<file path="src/rtl/kong_animator_pkg.sv">
// rtl/kong_animator_pkg.sv - shared Kong state codes and sprite geometry
package kong_animator_pkg;

  typedef enum logic [1:0] {
    KONG_NORMAL = 2'd0,
    KONG_GET    = 2'd1,
    KONG_HOLD   = 2'd2,
    KONG_DROP   = 2'd3
  } kong_state_t;

  localparam int unsigned KONG_SPRITE_W = 112;
  localparam int unsigned KONG_SPRITE_H = 72;

endpackage

</file>
<file path="src/rtl/kong_animator.sv">
// rtl/kong_animator.sv - frame-rate throw-cycle sequencer for the Kong sprite
import kong_animator_pkg::*;

module kong_animator #(
  parameter int unsigned NORMAL_FRAMES = 90,
  parameter int unsigned GET_FRAMES    = 20,
  parameter int unsigned HOLD_FRAMES   = 20,
  parameter int unsigned DROP_FRAMES   = 15,
  parameter logic [9:0]  KONG_X        = 10'd40,
  parameter logic [8:0]  KONG_Y        = 9'd56
) (
  input  logic       clk,
  input  logic       rst,
  input  logic       frame_tick,
  input  logic       run,
  input  logic       pause,
  input  logic       slot_free,
  output logic [3:0] animate_state,
  output logic [9:0] posx,
  output logic [8:0] posy,
  output logic       barrel_spawn,
  output logic       throwing
);

  kong_state_t r_state;
  kong_state_t w_state_nxt;
  logic [7:0]  r_frame_cnt;
  logic [7:0]  w_cnt_nxt;
  logic [7:0]  w_last;
  logic        r_spawn;
  logic        w_spawn_nxt;
  logic        r_throwing;

  always_comb begin
    w_last = 8'(NORMAL_FRAMES - 1);
    case (r_state)
      KONG_NORMAL: w_last = 8'(NORMAL_FRAMES - 1);
      KONG_GET:    w_last = 8'(GET_FRAMES - 1);
      KONG_HOLD:   w_last = 8'(HOLD_FRAMES - 1);
      KONG_DROP:   w_last = 8'(DROP_FRAMES - 1);
      default:     w_last = 8'(NORMAL_FRAMES - 1);
    endcase
  end

  always_comb begin
    w_state_nxt = r_state;
    w_cnt_nxt   = r_frame_cnt;
    w_spawn_nxt = 1'b0;
    if (!run) begin
      w_state_nxt = KONG_NORMAL;
      w_cnt_nxt   = 8'd0;
    end else if (pause) begin
      w_state_nxt = r_state;
    end else if (frame_tick) begin
      if (r_frame_cnt == w_last) begin
        w_cnt_nxt = 8'd0;
        case (r_state)
          KONG_NORMAL: w_state_nxt = KONG_GET;
          KONG_GET:    w_state_nxt = KONG_HOLD;
          KONG_HOLD: begin
            // No free slot: stall at the last HOLD frame and retest on every later tick
            if (slot_free) begin
              w_state_nxt = KONG_DROP;
              w_spawn_nxt = 1'b1;
            end else begin
              w_cnt_nxt = r_frame_cnt;
            end
          end
          KONG_DROP:   w_state_nxt = KONG_NORMAL;
          default:     w_state_nxt = KONG_NORMAL;
        endcase
      end else begin
        w_cnt_nxt = r_frame_cnt + 8'd1;
      end
    end
  end

  always_ff @(posedge clk or posedge rst) begin
    if (rst) begin
      r_state     <= KONG_NORMAL;
      r_frame_cnt <= 8'd0;
      r_spawn     <= 1'b0;
      r_throwing  <= 1'b0;
    end else begin
      r_state     <= w_state_nxt;
      r_frame_cnt <= w_cnt_nxt;
      r_spawn     <= w_spawn_nxt;
      r_throwing  <= (w_state_nxt != KONG_NORMAL);
    end
  end

  assign animate_state = {2'b00, r_state};
  assign barrel_spawn  = r_spawn;
  assign throwing      = r_throwing;
  assign posx          = KONG_X;
  assign posy          = KONG_Y;

endmodule

</file>
<file path="config.mk">
export PLATFORM = sky130hd
export DESIGN_NAME = kong_animator
export DESIGN_NICKNAME = d
export VERILOG_FILES = /design/src/rtl/kong_animator_pkg.sv /design/src/rtl/kong_animator.sv
export SDC_FILE = /design/constraint.sdc
export NUM_CORES = 1
export LEC_CHECK = 0
export BUFFER_PORTS_ARGS = -buffer_cell sky130_fd_sc_hd__clkbuf_2
export CORE_AREA = 2 2 49 51
export CTS_CLUSTER_DIAMETER = 200
export DETAILED_ROUTE_END_ITERATION = 16
export DIE_AREA = 0 0 51 53
export MAX_ROUTING_LAYER = met4
export PLACE_DENSITY_LB_ADDON = 0.3
export REMOVE_ABC_BUFFERS = 1
export SLEW_MARGIN = 10
export SYNTH_ARGS = -nofsm -noshare
export SYNTH_HDL_FRONTEND = slang
export SYNTH_SLANG_ARGS = --single-unit
</file>
<file path="constraint.sdc">
create_clock -name clk -period 2.1 [get_ports clk]
set_input_delay 0.21 -clock clk [delete_from_list [all_inputs] [get_ports clk]]
set_output_delay 0.21 -clock clk [all_outputs]
set_load 0.01 [all_outputs]
</file>
==> impl_metrics.json, run 1 <==
{
  "worstPathMaxFanout": 5,
  "die_width_um": 51,
  "worst-setup-path-type": "reg -> reg",
  "floorplan_core_area_um2": 2150,
  "setup.reg_to_reg.worst_slack_ps": 80,
  "clkSlewWorstSetupHoldPaths_ps": 80,
  "timing.fmax_mhz": 495,
  "end_kind": "register",
  "layout_common_cells": "21 x conb_1, 12 x dfrtp_1, 10 x nand2_1, 9 x clkbuf_2, 8 x nor2_1",
  "antenna_found_initial": 0,
  "final_min_period_over_clock_period_pct": 96.1,
  "finalHoldViolations": 0,
  "via_density": 4.63,
  "ctsHtreeMaxLevel": 1,
  "layout_commonest_cell": "conb_1",
  "synth_cells": 102,
  "hold-path-cell-count": 2,
  "hold_slack_ps": 252,
  "dominant_combinational_cell_family_by_area_after_synthesis": "simple AND/OR/NAND/NOR gates",
  "numPlacedInstances": 137,
  "total_wirelength_mm": 1.58,
  "place.gp.congestion": 0.778,
  "synth-compound-area-share_pct": 14.8,
  "die-area_um2": 2700,
  "yosys.cell_types.count": 32,
  "timing.max_cap.violations": 0,
  "worst_r2r_endpoint": "throwing$_DFF_PP0_",
  "sequentialPowerShare_pct": 55.0,
  "grt_pass1_vias": 646,
  "synthesized_area_fraction_occupied_by_xor_and_xnor_cells_pct": 3.78,
  "synth.yosys.warnings": 0,
  "ir_worst_vdd_uv": 163,
  "dp.final_hpwl_mm": 1.19,
  "rows": 17,
  "numCtsBuffers": 3,
  "power.switching_fraction_pct": 27.7,
  "grt.overflow.total": 0,
  "run_status": "complete, no violations",
  "worst-endpoint-required_ps": 2310,
  "postSynthAreaPerCell_um2": 9.09,
  "timing.clock.skew_ps": 13.2,
  "worst-r2r-cell-count": 8,
  "timing.hold.worst.class": "in -> reg",
  "global_route_wire_length_before_repair_mm": 2.73,
  "finish.net_count": 129,
  "yosys.area_share.simple_pct": 19.8,
  "place.port_buffers": 9,
  "grt_start_max_net_pins": 13,
  "p_leak_nw": 0.498,
  "flow.area_growth_from_synthesis_pct": 7.42,
  "netSwitchingPower_w": 0.000119,
  "drt_pass1_iterations": 4,
  "muxShareOfSynthArea_pct": 2.16,
  "worstHoldStart": "slot_free",
  "timing_max_transition_violations_final": 0,
  "diodes": 0,
  "finalSetupViolations": 0,
  "tritoncts_clock_tree": "built",
  "syn-cell-area_um2": 927,
  "power_frac_comb_pct": 11.1,
  "cts_root_buf": "clkbuf_4",
  "synth.ff_latch_count": 12,
  "detailroute.via_count": 666,
  "design.portCount": 31,
  "launching_element_type_of_the_critical_path": "register",
  "arrival_ps": 2230,
  "pd_cells_nw_per_um2": 432,
  "dr_iter_0_viols": 15,
  "postRouteAntennaNets": 0,
  "cell_internal_pwr_w": 0.000311,
  "synth_adder_area_share_pct": 6.75,
  "holdPathEnd": "barrel_spawn$_DFF_PP0_",
  "period_minus_slack_ps": 2020,
  "grt_setup_unrepaired": "true",
  "drt-wirelength-per-cell_um": 11.0,
  "clock_tree.buffer_depth": 2,
  "globalRouteTotalUtil_pct": 14.1,
  "drc": 0,
  "drive_above_1_share_pct": 23.3,
  "tritoncts_num_sinks": 12,
  "seq_area_frac_synth_pct": 32.4,
  "worst_skew_pair.late_latency_ps": 280,
  "initial_core_util_pct": 43.2,
  "timing.rr.start": "r_state[1]$_DFF_PP0_",
  "final-instance-count-excl-fill": 144,
  "p_clk_share_pct": 33.9,
  "chipHeight_um": 53
}
-- routing by layer --
metal	vias to the layer above	GRT usage (%)	part of all wire, %	wire length (um)
li1	335	-	-	-
met1	304	16.7	44	701
met2	25	22.5	49	777
met3	2	1.98	5.7	91
met4	0	9.01	0.76	12
met5	-	-	0	0
-- area by class of cell --
class / instances / area (um^2)
Clock buffer: 3 / 22.5
Fill cell: 214 / 1150
Inverter: 5 / 18.8
Multi-Input combinational cell: 82 / 534
Sequential cell: 12 / 300
Tap cell: 28 / 35.0
Timing Repair Buffer: 14 / 85.1
-- stage by stage --
stage	TNS [ps]	setup slack, ps	util [%]	instance area, um^2	total power (W)
CTS	0	28.2	44.7	961	0.000436
detailed placement	0	11.0	43.0	925	0.000286
floorplan	0	144	-	837	0.000274
global placement	0	46.7	43.0	925	0.000286
global route	-50.3	-43.2	46.4	996	0.000456
finish	0	81.0	46.4	996	0.000430
-- worst max-delay path: stages (launching register included) --
cell      delay [ps]
dfrtp_1          410
ha_1             190
and4bb_2         250
o211ai_2         290
buf_4            170
nor3_1            40
buf_4            150
a221oi_2         290
o21bai_1         140
-- worst max path at each step --
| stage | from | endpoint | cells past startpoint |
|---|---|---|---|
| 5_1_grt | r_state[1]$_DFF_PP0_ | throwing$_DFF_PP0_ | 8 |
| 6_report | r_state[1]$_DFF_PP0_ | throwing$_DFF_PP0_ | 8 |
| 3_3_place_gp | r_state[0]$_DFF_PP0_ | throwing$_DFF_PP0_ | 7 |
| 4_1_cts | r_state[1]$_DFF_PP0_ | r_frame_cnt[4]$_DFFE_PP0P_ | 7 |
| 3_5_place_dp | r_state[1]$_DFF_PP0_ | r_frame_cnt[7]$_DFFE_PP0P_ | 6 |
| 2_1_floorplan | r_state[0]$_DFF_PP0_ | throwing$_DFF_PP0_ | 7 |
-- power groups by stage --
| stage | Combinational, W | Sequential, W | Clock (W) |
|---|---|---|---|
| 2_1_floorplan | 0.0000337 | 0.000240 | 0 |
| 3_3_place_gp | 0.0000455 | 0.000241 | 0 |
| 3_5_place_dp | 0.0000456 | 0.000241 | 0 |
| 4_1_cts | 0.0000473 | 0.000236 | 0.000152 |
| 5_1_grt | 0.0000547 | 0.000237 | 0.000164 |
| 6_report | 0.0000476 | 0.000236 | 0.000146 |
-- synth_stat cells --
| library cell | number | area (um^2) |
|---|---|---|
| o311ai_0 | 1 | 8.76 |
| o211ai_1 | 1 | 7.51 |
| mux2i_1 | 2 | 20.0 |
| buf_4 | 21 | 158 |
| and4_1 | 1 | 8.76 |
| a221oi_2 | 1 | 15.0 |
| nand2b_1 | 1 | 6.26 |
| nand2_1 | 10 | 37.5 |
| clkbuf_1 | 1 | 3.75 |
| a31o_2 | 1 | 8.76 |
| and3_2 | 1 | 7.51 |
| nor3_1 | 1 | 5.00 |
| conb_1 | 2 | 7.51 |
| o21ai_0 | 6 | 30.0 |
| a21oi_1 | 1 | 5.00 |
| and4bb_2 | 2 | 25.0 |
| a21o_1 | 1 | 7.51 |
| or3_1 | 1 | 6.26 |
| nand4_1 | 1 | 6.26 |
| o21bai_1 | 2 | 15.0 |
| inv_1 | 5 | 18.8 |
| xor2_1 | 4 | 35.0 |
| ha_1 | 5 | 62.6 |
| and3b_1 | 1 | 8.76 |
| nand4b_1 | 1 | 8.76 |
| o211ai_2 | 1 | 12.5 |
| o41ai_4 | 1 | 27.5 |
| nor3b_1 | 1 | 7.51 |
| nor2_1 | 8 | 30.0 |
| nor2b_1 | 1 | 6.26 |
| dfrtp_1 | 12 | 300 |
| nand3_1 | 4 | 20.0 |
-- cell families after synthesis --
logic type / Yosys count
XOR/XNOR: 4
multiplexers: 2
AND/OR/NAND/NOR: 34
adder cells (fa/ha/maj): 5
flip-flops: 12
buffers and inverters: 27
AO/OA/AOI/OAI: 16
other: 2
-- what timing repair did --
item | in CTS | in global routing
setup buffers | 0 | 3
hold buffers | 1 | 0
hold endpoints to repair | 12 | 0
pin swaps | 0 | 5
gates resized for setup | 1 | 4
endpoints found under the setup margin | 1 | 4
-- registers in the layout (all words and copies together), names as in the netlist --
register / count
r_frame_cnt: 8
r_state: 2
throwing: 1
barrel_spawn: 1
No activity file was read; power rests on OpenSTA's default activity.
==> inputs of run 2 (changes only) <==
--- a/config.mk
+++ b/config.mk
@@ -5,11 +5,11 @@
 export SDC_FILE = /design/constraint.sdc
 export NUM_CORES = 1
 export LEC_CHECK = 0
-export BUFFER_PORTS_ARGS = -buffer_cell sky130_fd_sc_hd__clkbuf_2
 export CORE_AREA = 2 2 49 51
 export CTS_CLUSTER_DIAMETER = 200
 export DETAILED_ROUTE_END_ITERATION = 16
 export DIE_AREA = 0 0 51 53
+export DONT_BUFFER_PORTS = 1
 export MAX_ROUTING_LAYER = met4
 export PLACE_DENSITY_LB_ADDON = 0.3
 export REMOVE_ABC_BUFFERS = 1
==> run 2 against run 1 <==
Effect of this change:
- maximum frequency is 0.71% higher
- count of clock-buffer cells in the layout stayed put
- flip-flop and latch count stayed put
==> impl_metrics.json, run 2 (synthesis results as in run 1) <==
{
  "run_status": "complete, no violations",
  "dr_iter_0_viols": 9,
  "fin_area_um2": 978,
  "pd_cells_nw_per_um2": 423,
  "worst-endpoint-required_ps": 2250,
  "ir_worst_vdd_uv": 201,
  "registers.top_by_ff_count": "r_frame_cnt",
  "diodes": 0,
  "dpl_cell_area_um2": 910,
  "p_leak_nw": 0.470,
  "detailroute.via_count": 683,
  "end_kind": "register",
  "initial_core_util_pct": 43.2,
  "largest_register_ff_count": 8,
  "dp_worst_setup_slack_ps": 69.8,
  "drt_pass1_iterations": 5,
  "postRouteAntennaNets": 0,
  "die-area_um2": 2700,
  "worst_skew_pair.late_latency_ps": 270,
  "dp.final_hpwl_mm": 1.23,
  "drc": 0,
  "timing.hold.worst.class": "in -> reg",
  "cts_root_buf": "clkbuf_4",
  "finalHoldViolations": 0,
  "grt.overflow.total": 0,
  "tritoncts_num_sinks": 12,
  "finalSetupViolations": 0,
  "layout_common_cells": "21 x conb_1, 12 x dfrtp_1, 10 x nand2_1, 8 x nor2_1, 7 x buf_4",
  "globalRouteTotalUtil_pct": 14.5,
  "ctsHtreeMaxLevel": 1,
  "grt_pass1_vias": 630,
  "place.gp.congestion": 0.792,
  "layout_top_registers": "r_frame_cnt: 8 flops, r_state: 2 flops",
  "place.port_buffers": 0,
  "global_route_wire_length_before_repair_mm": 2.76,
  "timing_max_transition_violations_final": 0,
  "finish.net_count": 123,
  "numCtsBuffers": 3,
  "flow.area_growth_from_synthesis_pct": 5.53,
  "grt_start_max_net_pins": 13,
  "max_stage_delay_ps": 390,
  "timing.max_cap.violations": 0,
  "chipHeight_um": 53,
  "rows": 17,
  "floorplan_core_area_um2": 2150,
  "period_minus_slack_ps": 2000,
  "timing.fmax_mhz": 499,
  "worstPathMaxFanout": 4,
  "clkSlewWorstSetupHoldPaths_ps": 70,
  "design.portCount": 31,
  "setup_tns_ps": 0,
  "clock_tree.buffer_depth": 2,
  "drive_above_1_share_pct": 17.3,
  "layout_commonest_cell": "conb_1",
  "via_density": 4.95,
  "tritoncts_clock_tree": "built",
  "path_cells": "inv_1 > ha_4 > xor2_1 > o211ai_4 > nor3_1 > buf_4 > mux2i_1 > o21bai_1",
  "timing.clock.skew_ps": 0.704,
  "p_total_w": 0.000414,
  "total_wirelength_mm": 1.67,
  "final_min_period_over_clock_period_pct": 95.5,
  "drt-wirelength-per-cell_um": 12.1,
  "die_width_um": 51,
  "launching_element_type_of_the_critical_path": "register",
  "antenna_found_initial": 0,
  "arrival_ps": 2160,
  "worst-setup-path-type": "reg -> reg",
  "final_worst_slack_ps": 95.3,
  "cp_slowest_cell": "dfrtp_1"
}
==> run 2: changes by cell type in the layout (fill, tap and decap cells not counted) <==
cell and delta:
clkbuf_2 -9, buf_4 +3, a21oi_1 +1, a21oi_2 -1
inv_1 +1, inv_2 -1, o211ai_2 -1, o211ai_4 +1
o311ai_0 +1, o311ai_1 -1
==> run 2: worst max-delay path, delay by kind of cell, from the launching register on <==
kind,cells,cell delay (ps)
DFF,1,390
adders and majority gates,1,290
muxes,1,290
buffers and inverters,2,260
xor gates and xnor gates,1,240
AOI/OAI and AO/OA,2,230
and+or+nand+nor,1,190
==> run 2: through the flow <==
step,utilization (%),cells,hold WS [ps]
2_1_floorplan,-,99,74.7
3_3_place_gp,42.3,132,136
3_5_place_dp,42.3,132,143
4_1_cts,43.9,136,86.5
5_1_grt,45.5,138,86.2
6_report,45.5,138,94.0
==> run 2: path summary, 6_finish.rpt <==
kind,start,slack (ps),cells after the start,end
worst max register to register,r_state[1]$_DFF_PP0_,100,8,throwing$_DFF_PP0_
worst max-delay path,r_state[1]$_DFF_PP0_,100,8,throwing$_DFF_PP0_
worst min register to register,r_frame_cnt[7]$_DFFE_PP0P_,560,2,r_frame_cnt[7]$_DFFE_PP0P_
max in group asynchronous,rst,1400,2,r_frame_cnt[7]$_DFFE_PP0P_
min in group asynchronous,rst,390,2,r_state[1]$_DFF_PP0_
worst min-delay path,run,90,1,r_frame_cnt[2]$_DFFE_PP0P_
==> run 2: layer usage <==
metal  global-route usage [%]  wire [um]
met5                        -          0
met2                     23.4        780
met3                     1.98        100
met4                     10.8         57
met1                     16.5        731
==> run 2: power by group <==
group           total, W  switching, W  internal (W)  leakage (nW)
combinational  0.0000416     0.0000321    0.00000950         0.290
clock           0.000136     0.0000693     0.0000664        0.0138
sequential      0.000236    0.00000339      0.000233         0.167
==> run 2: layout make-up <==
| cell class | instances | area (um^2) |
|---|---|---|
| inverter | 5 | 18.8 |
| fill | 213 | 1170 |
| clock buffer | 3 | 22.5 |
| tap | 28 | 35.0 |
| sequential | 12 | 300 |
| multi-input combinational | 82 | 539 |
| timing repair buffer | 8 | 62.6 |
==> run 2: repair_timing <==
action / 4_1_cts / 5_1_grt
resized for setup: 0 / 3
hold buffers: 1 / 0
endpoints found under the hold margin: 12 / 0
setup endpoints to repair: 0 / 6
buffers inserted: 0 / 2
